[src/rtl/shift_reg_ctrl.sv]
// Byte sequencer for an external 8-bit shift register: serializes a byte at DIV clocks per bit while sampling ser_in full-duplex.
// Optional even-parity bit is enabled by defining SHIFT_CTRL_PARITY_EN.
module shift_reg_ctrl #(
  parameter int DIV = 4
) (
  input  logic       clk,
  input  logic       rst,
  input  logic       tx_valid,
  output logic       tx_ready,
  input  logic [7:0] tx_data,
  input  logic       lsb_first,
  output logic       rx_valid,
  output logic [7:0] rx_data,
  output logic       rx_parity_err,
  output logic       busy,
  output logic       ser_out,
  input  logic       ser_in,
  output logic       sr_load,
  output logic       sr_shift,
  output logic       sr_dir,
  output logic       sr_ser_in,
  output logic [7:0] sr_data,
  input  logic [7:0] sr_q
);

  localparam int DW = (DIV > 2) ? $clog2(DIV) : 1;
  localparam logic [DW-1:0] DIV_LAST = DW'(DIV - 1);
  localparam logic [DW-1:0] DIV_MID  = DW'(DIV / 2);

  typedef enum logic [2:0] {
    IDLE,
    LOAD,
    SHIFT,
`ifdef SHIFT_CTRL_PARITY_EN
    PARITY,
`endif
    DONE
  } state_t;

  state_t        state, state_next;
  logic [7:0]    byte_r;
  logic          dir_r;
  logic [DW-1:0] div_cnt;
  logic [2:0]    bit_cnt;
  logic          rx_bit;
  logic [7:0]    rx_data_r;
  logic          in_bit_period;

`ifdef SHIFT_CTRL_PARITY_EN
  assign in_bit_period = (state == SHIFT) || (state == PARITY);
`else
  assign in_bit_period = (state == SHIFT);
`endif

  // NOTE: sequential state uses non-blocking assignments only, so every register
  // samples pre-edge values regardless of statement order.
  always_ff @(posedge clk) begin
    if (rst) begin
      state     <= IDLE;
      byte_r    <= '0;
      dir_r     <= 1'b0;
      div_cnt   <= '0;
      bit_cnt   <= '0;
      rx_bit    <= 1'b0;
      rx_data_r <= '0;
    end else begin
      state <= state_next;
      if (state == IDLE && tx_valid) begin
        byte_r <= tx_data;
        dir_r  <= lsb_first;
      end
      if (state == LOAD) begin
        div_cnt <= '0;
        bit_cnt <= '0;
      end else if (in_bit_period) begin
        div_cnt <= (div_cnt == DIV_LAST) ? '0 : div_cnt + DW'(1);
        if (div_cnt == DIV_MID) rx_bit <= ser_in;
        if (state == SHIFT && div_cnt == DIV_LAST) bit_cnt <= bit_cnt + 3'd1;
      end
      if (state == DONE) rx_data_r <= sr_q;
    end
  end

  // NOTE: every output gets a default before the case, so no path leaves a latch.
  always_comb begin
    state_next    = state;
    tx_ready      = 1'b0;
    busy          = (state != IDLE);
    ser_out       = 1'b1;
    sr_load       = 1'b0;
    sr_shift      = 1'b0;
    sr_dir        = (state != IDLE) && dir_r;
    sr_ser_in     = 1'b0;
    sr_data       = '0;
    rx_valid      = 1'b0;
    rx_data       = rx_data_r;
    rx_parity_err = 1'b0;
    case (state)
      IDLE: begin
        tx_ready = 1'b1;
        if (tx_valid) state_next = LOAD;
      end
      LOAD: begin
        sr_load    = 1'b1;
        sr_data    = byte_r;
        state_next = SHIFT;
      end
      SHIFT: begin
        ser_out = dir_r ? sr_q[0] : sr_q[7];
        if (div_cnt == DIV_LAST) begin
          sr_shift  = 1'b1;
          // With DIV=2 the sample and the shift share an edge, so bypass rx_bit.
          sr_ser_in = (DIV_MID == DIV_LAST) ? ser_in : rx_bit;
          if (bit_cnt == 3'd7) begin
`ifdef SHIFT_CTRL_PARITY_EN
            state_next = PARITY;
`else
            state_next = DONE;
`endif
          end
        end
      end
`ifdef SHIFT_CTRL_PARITY_EN
      PARITY: begin
        ser_out = ^byte_r;
        if (div_cnt == DIV_LAST) state_next = DONE;
      end
`endif
      DONE: begin
        rx_valid   = 1'b1;
        rx_data    = sr_q;
`ifdef SHIFT_CTRL_PARITY_EN
        rx_parity_err = rx_bit ^ (^sr_q);
`endif
        state_next = IDLE;
      end
      default: state_next = IDLE;
    endcase
  end

endmodule
[config.mk]
export PLATFORM = sky130hd
export DESIGN_NAME = shift_reg_ctrl
export DESIGN_NICKNAME = d
export VERILOG_FILES = /design/src/rtl/shift_reg_ctrl.sv
export SDC_FILE = /design/constraint.sdc
export NUM_CORES = 1
export LEC_CHECK = 0
export ABC_CLOCK_PERIOD_IN_PS = 3150
export CAP_MARGIN = 20
export CORE_ASPECT_RATIO = 1.5
export CORE_MARGIN = 10
export CORE_UTILIZATION = 46
export DETAILED_ROUTE_END_ITERATION = 7
export GPL_TIMING_DRIVEN = 0
export PLACE_DENSITY_LB_ADDON = 0.15
export RECOVER_POWER = 100
export SLEW_MARGIN = 40
export SYNTH_ARGS = -nofsm -noshare
export SYNTH_HDL_FRONTEND = slang
export SYNTH_SLANG_ARGS = --single-unit
[constraint.sdc]
create_clock -name clk -period 3.15 [get_ports clk]
set_clock_uncertainty 0.1 [all_clocks]
set_input_delay 0.7875 -clock clk [delete_from_list [all_inputs] [get_ports clk]]
set_output_delay 0.7875 -clock clk [all_outputs]
set_load 0.01 [all_outputs]
==> metrics.md <==
| Metric | Value |
|---|---|
| Initial core utilization | about half |
| Syn nets | approximately 160 |
| Final TNS setup | 0 ps |
| Hold Path Stages | 2 |
| Initial antenna violation count | 0 |
| Post-CTS Setup Bufs | 0 |
| Maximum buffer depth of the clock tree | 2 |
| Leakage | roughly 0.00074 µW |
| Crit path kind | in -> out |
| Die Area | 5110 µm² |
| CTS buffer count | 3 |
| Synth Cell Area | 1200 µm² |
| First-pass GRT wire length | 4650 µm |
| Post-Layout Cell Count | slightly below 200 |
| Worst min-delay path class | reg -> reg |
| Achievable Freq | roughly 330 MHz |
| IO Port Bufs | 44 |
| Seq cells post-synth | 25 |
| Post-CTS Resized | 0 |
| GR Util met1 | about an eighth |
| Largest cells by area after synthesis | dfxtp_1 42%, mux2_4 10%, ha_1 8.3% |
| Area growth syn-to-layout | 41.0% |
| Hpwl dp | ~2300 µm |
| Top cell type's share of synthesized area | between 40% and 50% |
| I/O pins | 46 |
| Period utilization | between 90% and 100% |
| Critical path capture point type | output pin |
| Final-layout fill cell count | ~220 |
| DR vias/cell | 5.07 |
| Clock tree from TritonCTS | built |
| Status | completed |
| DRT Pass-1 Iters | 4 |
| H-tree depth | 1 |
| Vias | between 1,000 and 1,500 |
| Share of layout cells above drive strength 1 | a little under an eighth |
| Die Span Y | between 80 and 90 µm |
| NumNets Final | 205 |
| Cts hold-fix bufs | 0 |
| Syn. warnings | 0 |
| Residual DRC count | 0 |
| Final Cell Area | 1700 µm² |
| Syn Inst Count | 127 |
| Later-pin clock latency in the skew report | ~310 ps |
| Tot Pwr | 1030 µW |
| Max_cap viols | 0 |
| Total GRT Usage | 11.8% |
| GR Util met2 | about a fifth |
| Reg clk slew, reported paths | roughly 120 ps |
| CP Data Required Time | between 2000 and 2500 ps |
| Layer with the highest usage | met2 |
| Congestion Overflow GR | 0 |
| Syn Area/Cell | 9.49 µm² |
| Placer Congestion | between 0.7 and 0.8 |
| Fin. Hold Viols | 0 |
| Placeable Area | approximately 2500 µm² |
| GR Util met3 | under 10% |
| Post-synthesis sequential area ratio | between 40% and 50% |
| Final worst path period need | roughly 3000 ps |
| Data arrival, critical path | 2100 ps |
| Utilization after layout | between 60 and 70% |
| Clock sink total | 25 |
| Largest net degree at the start of global routing | 14 |
| WL per Instance | between 10 and 15 µm |
| Inst Count DP | a little under 200 |
| RSZ-0062 raised after global routing | no |
| Pins Over Slew Limit | 0 |
| Post-route ant nets | 0 |
| Diode count | 0 |
| Chip Width | between 60 and 70 µm |
| Cell Rows | 22 |
| Power Density | between 600 and 700 nW/µm² |
| Placed Instance Area | approximately 1700 µm² |
| Startpoint Class | input pin |
| Number of global-route vias before repair | between 1,000 and 1,500 |
| Routed wire length | 2840 µm |
| Initial drt markers | 26 |
| Final setup vio count | 0 |
| Synth cell types | 25 |
| Root Buffer | clkbuf_4 |
| Maximum fanout along the worst path | 2 |
| FF-to-FF path depth | 5 |
| Cell taking the most area after synthesis | dfxtp_1 |
| Peak VDD IR | between 0.0004 and 0.0005 V |
## cells by family (layout without fill, tap and decap cells)
logic type      after synthesis  count (layout)  synth area share [%]
simple gates                 53              53                  22.5
flops                        25              25                  41.5
compound gates               13              13                  6.75
mux                          13              13                  14.1
buf+inv                      13              61                  5.71
fa+ha+maj                     8               8                  8.31
other cells                   1               1                 0.311
xor+xnor                      1               1                 0.727
## worst paths after layout
| path | endpoint | from | slack (ps) |
|---|---|---|---|
| hold / removal | rx_bit$_SDFFE_PP0P_ | rx_bit$_SDFFE_PP0P_ | 360 |
| setup / recovery | rx_data[7] | sr_q[7] | 160 |
| hold reg to reg | rx_bit$_SDFFE_PP0P_ | rx_bit$_SDFFE_PP0P_ | 360 |
| setup reg to reg | state[1]$_SDFFE_PP0P_ | state[0]$_SDFFE_PP0P_ | 1650 |
## Yosys cell counts
cell       instances
a2111oi_2          1
nor2_1             4
inv_2              1
xor2_1             1
nand3_1           10
buf_6              1
nor2b_1            9
a2bb2oi_1          1
and3_1             1
clkbuf_1           1
nand2_1           13
and2_1             8
dfxtp_1           25
mux2i_1            5
buf_4              2
conb_1             1
nand2_2            2
a21oi_1           10
ha_1               8
nor3_1             4
o21a_1             1
mux2_4             8
buf_2              4
nand2b_1           2
inv_1              4
## critical path: stages
cell and delay, ps:
dlygate4sd3_1 560, mux2_4 270, clkdlybuf4s50_1 490
## metrics by stage
step | setup WS (ps) | hold WS, ps
floorplan | 1170 | 332
global placement | 283 | 337
detailed placement | 280 | 344
CTS | 149 | 362
global route | 33.0 | 379
finish | 158 | 358
## report_power, final
part / total, µW / switching [µW] / internal (µW) / leakage, µW
clock: 138 / 88.6 / 49.5 / 0.0000150
combinational: 491 / 249 / 242 / 0.000523
sequential: 400 / 31.7 / 368 / 0.000203
## flip-flops by register name, summed over array words and instances (netlist names)
register	count
state	2
rx_bit	1
div_cnt	2
bit_cnt	3
byte_r	8
rx_data_r	8
dir_r	1
## final cells by class
class | instances | area [µm²] | area share (%)
Inverter | 5 | 18.8 | 1.10
Buffer | 8 | 47.5 | 2.80
Clock buffer | 4 | 26.3 | 1.55
Timing Repair Buffer | 44 | 440 | 25.9
Sequential cell | 25 | 500 | 29.5
Multi-Input combinational cell | 89 | 636 | 37.4
Tap cell | 24 | 30.0 | 1.77
## per-layer routing
layer / up-vias / wire length, µm
met1: 461 / 1080
li1: 513 / -
met4: 0 / 36
met3: 4 / 239
met5: - / 0
met2: 30 / 1480
## cell usage in the layout, fill, tap and decap left out, types with 2 or more instances in the layout
master,instances
and2_1,5
mux2_4,8
nand3_1,10
nand2b_1,2
clkbuf_4,3
nor3_1,4
ha_1,8
a21oi_1,10
inv_1,4
mux2i_1,5
dfxtp_1,25
buf_2,2
nor2b_1,9
and2_0,3
nand2_2,2
nand2_1,13
buf_4,2
clkbuf_1,4
nor2_1,4
clkdlybuf4s50_1,25
dlygate4sd3_1,19
(Power assumes the default switching activity.)
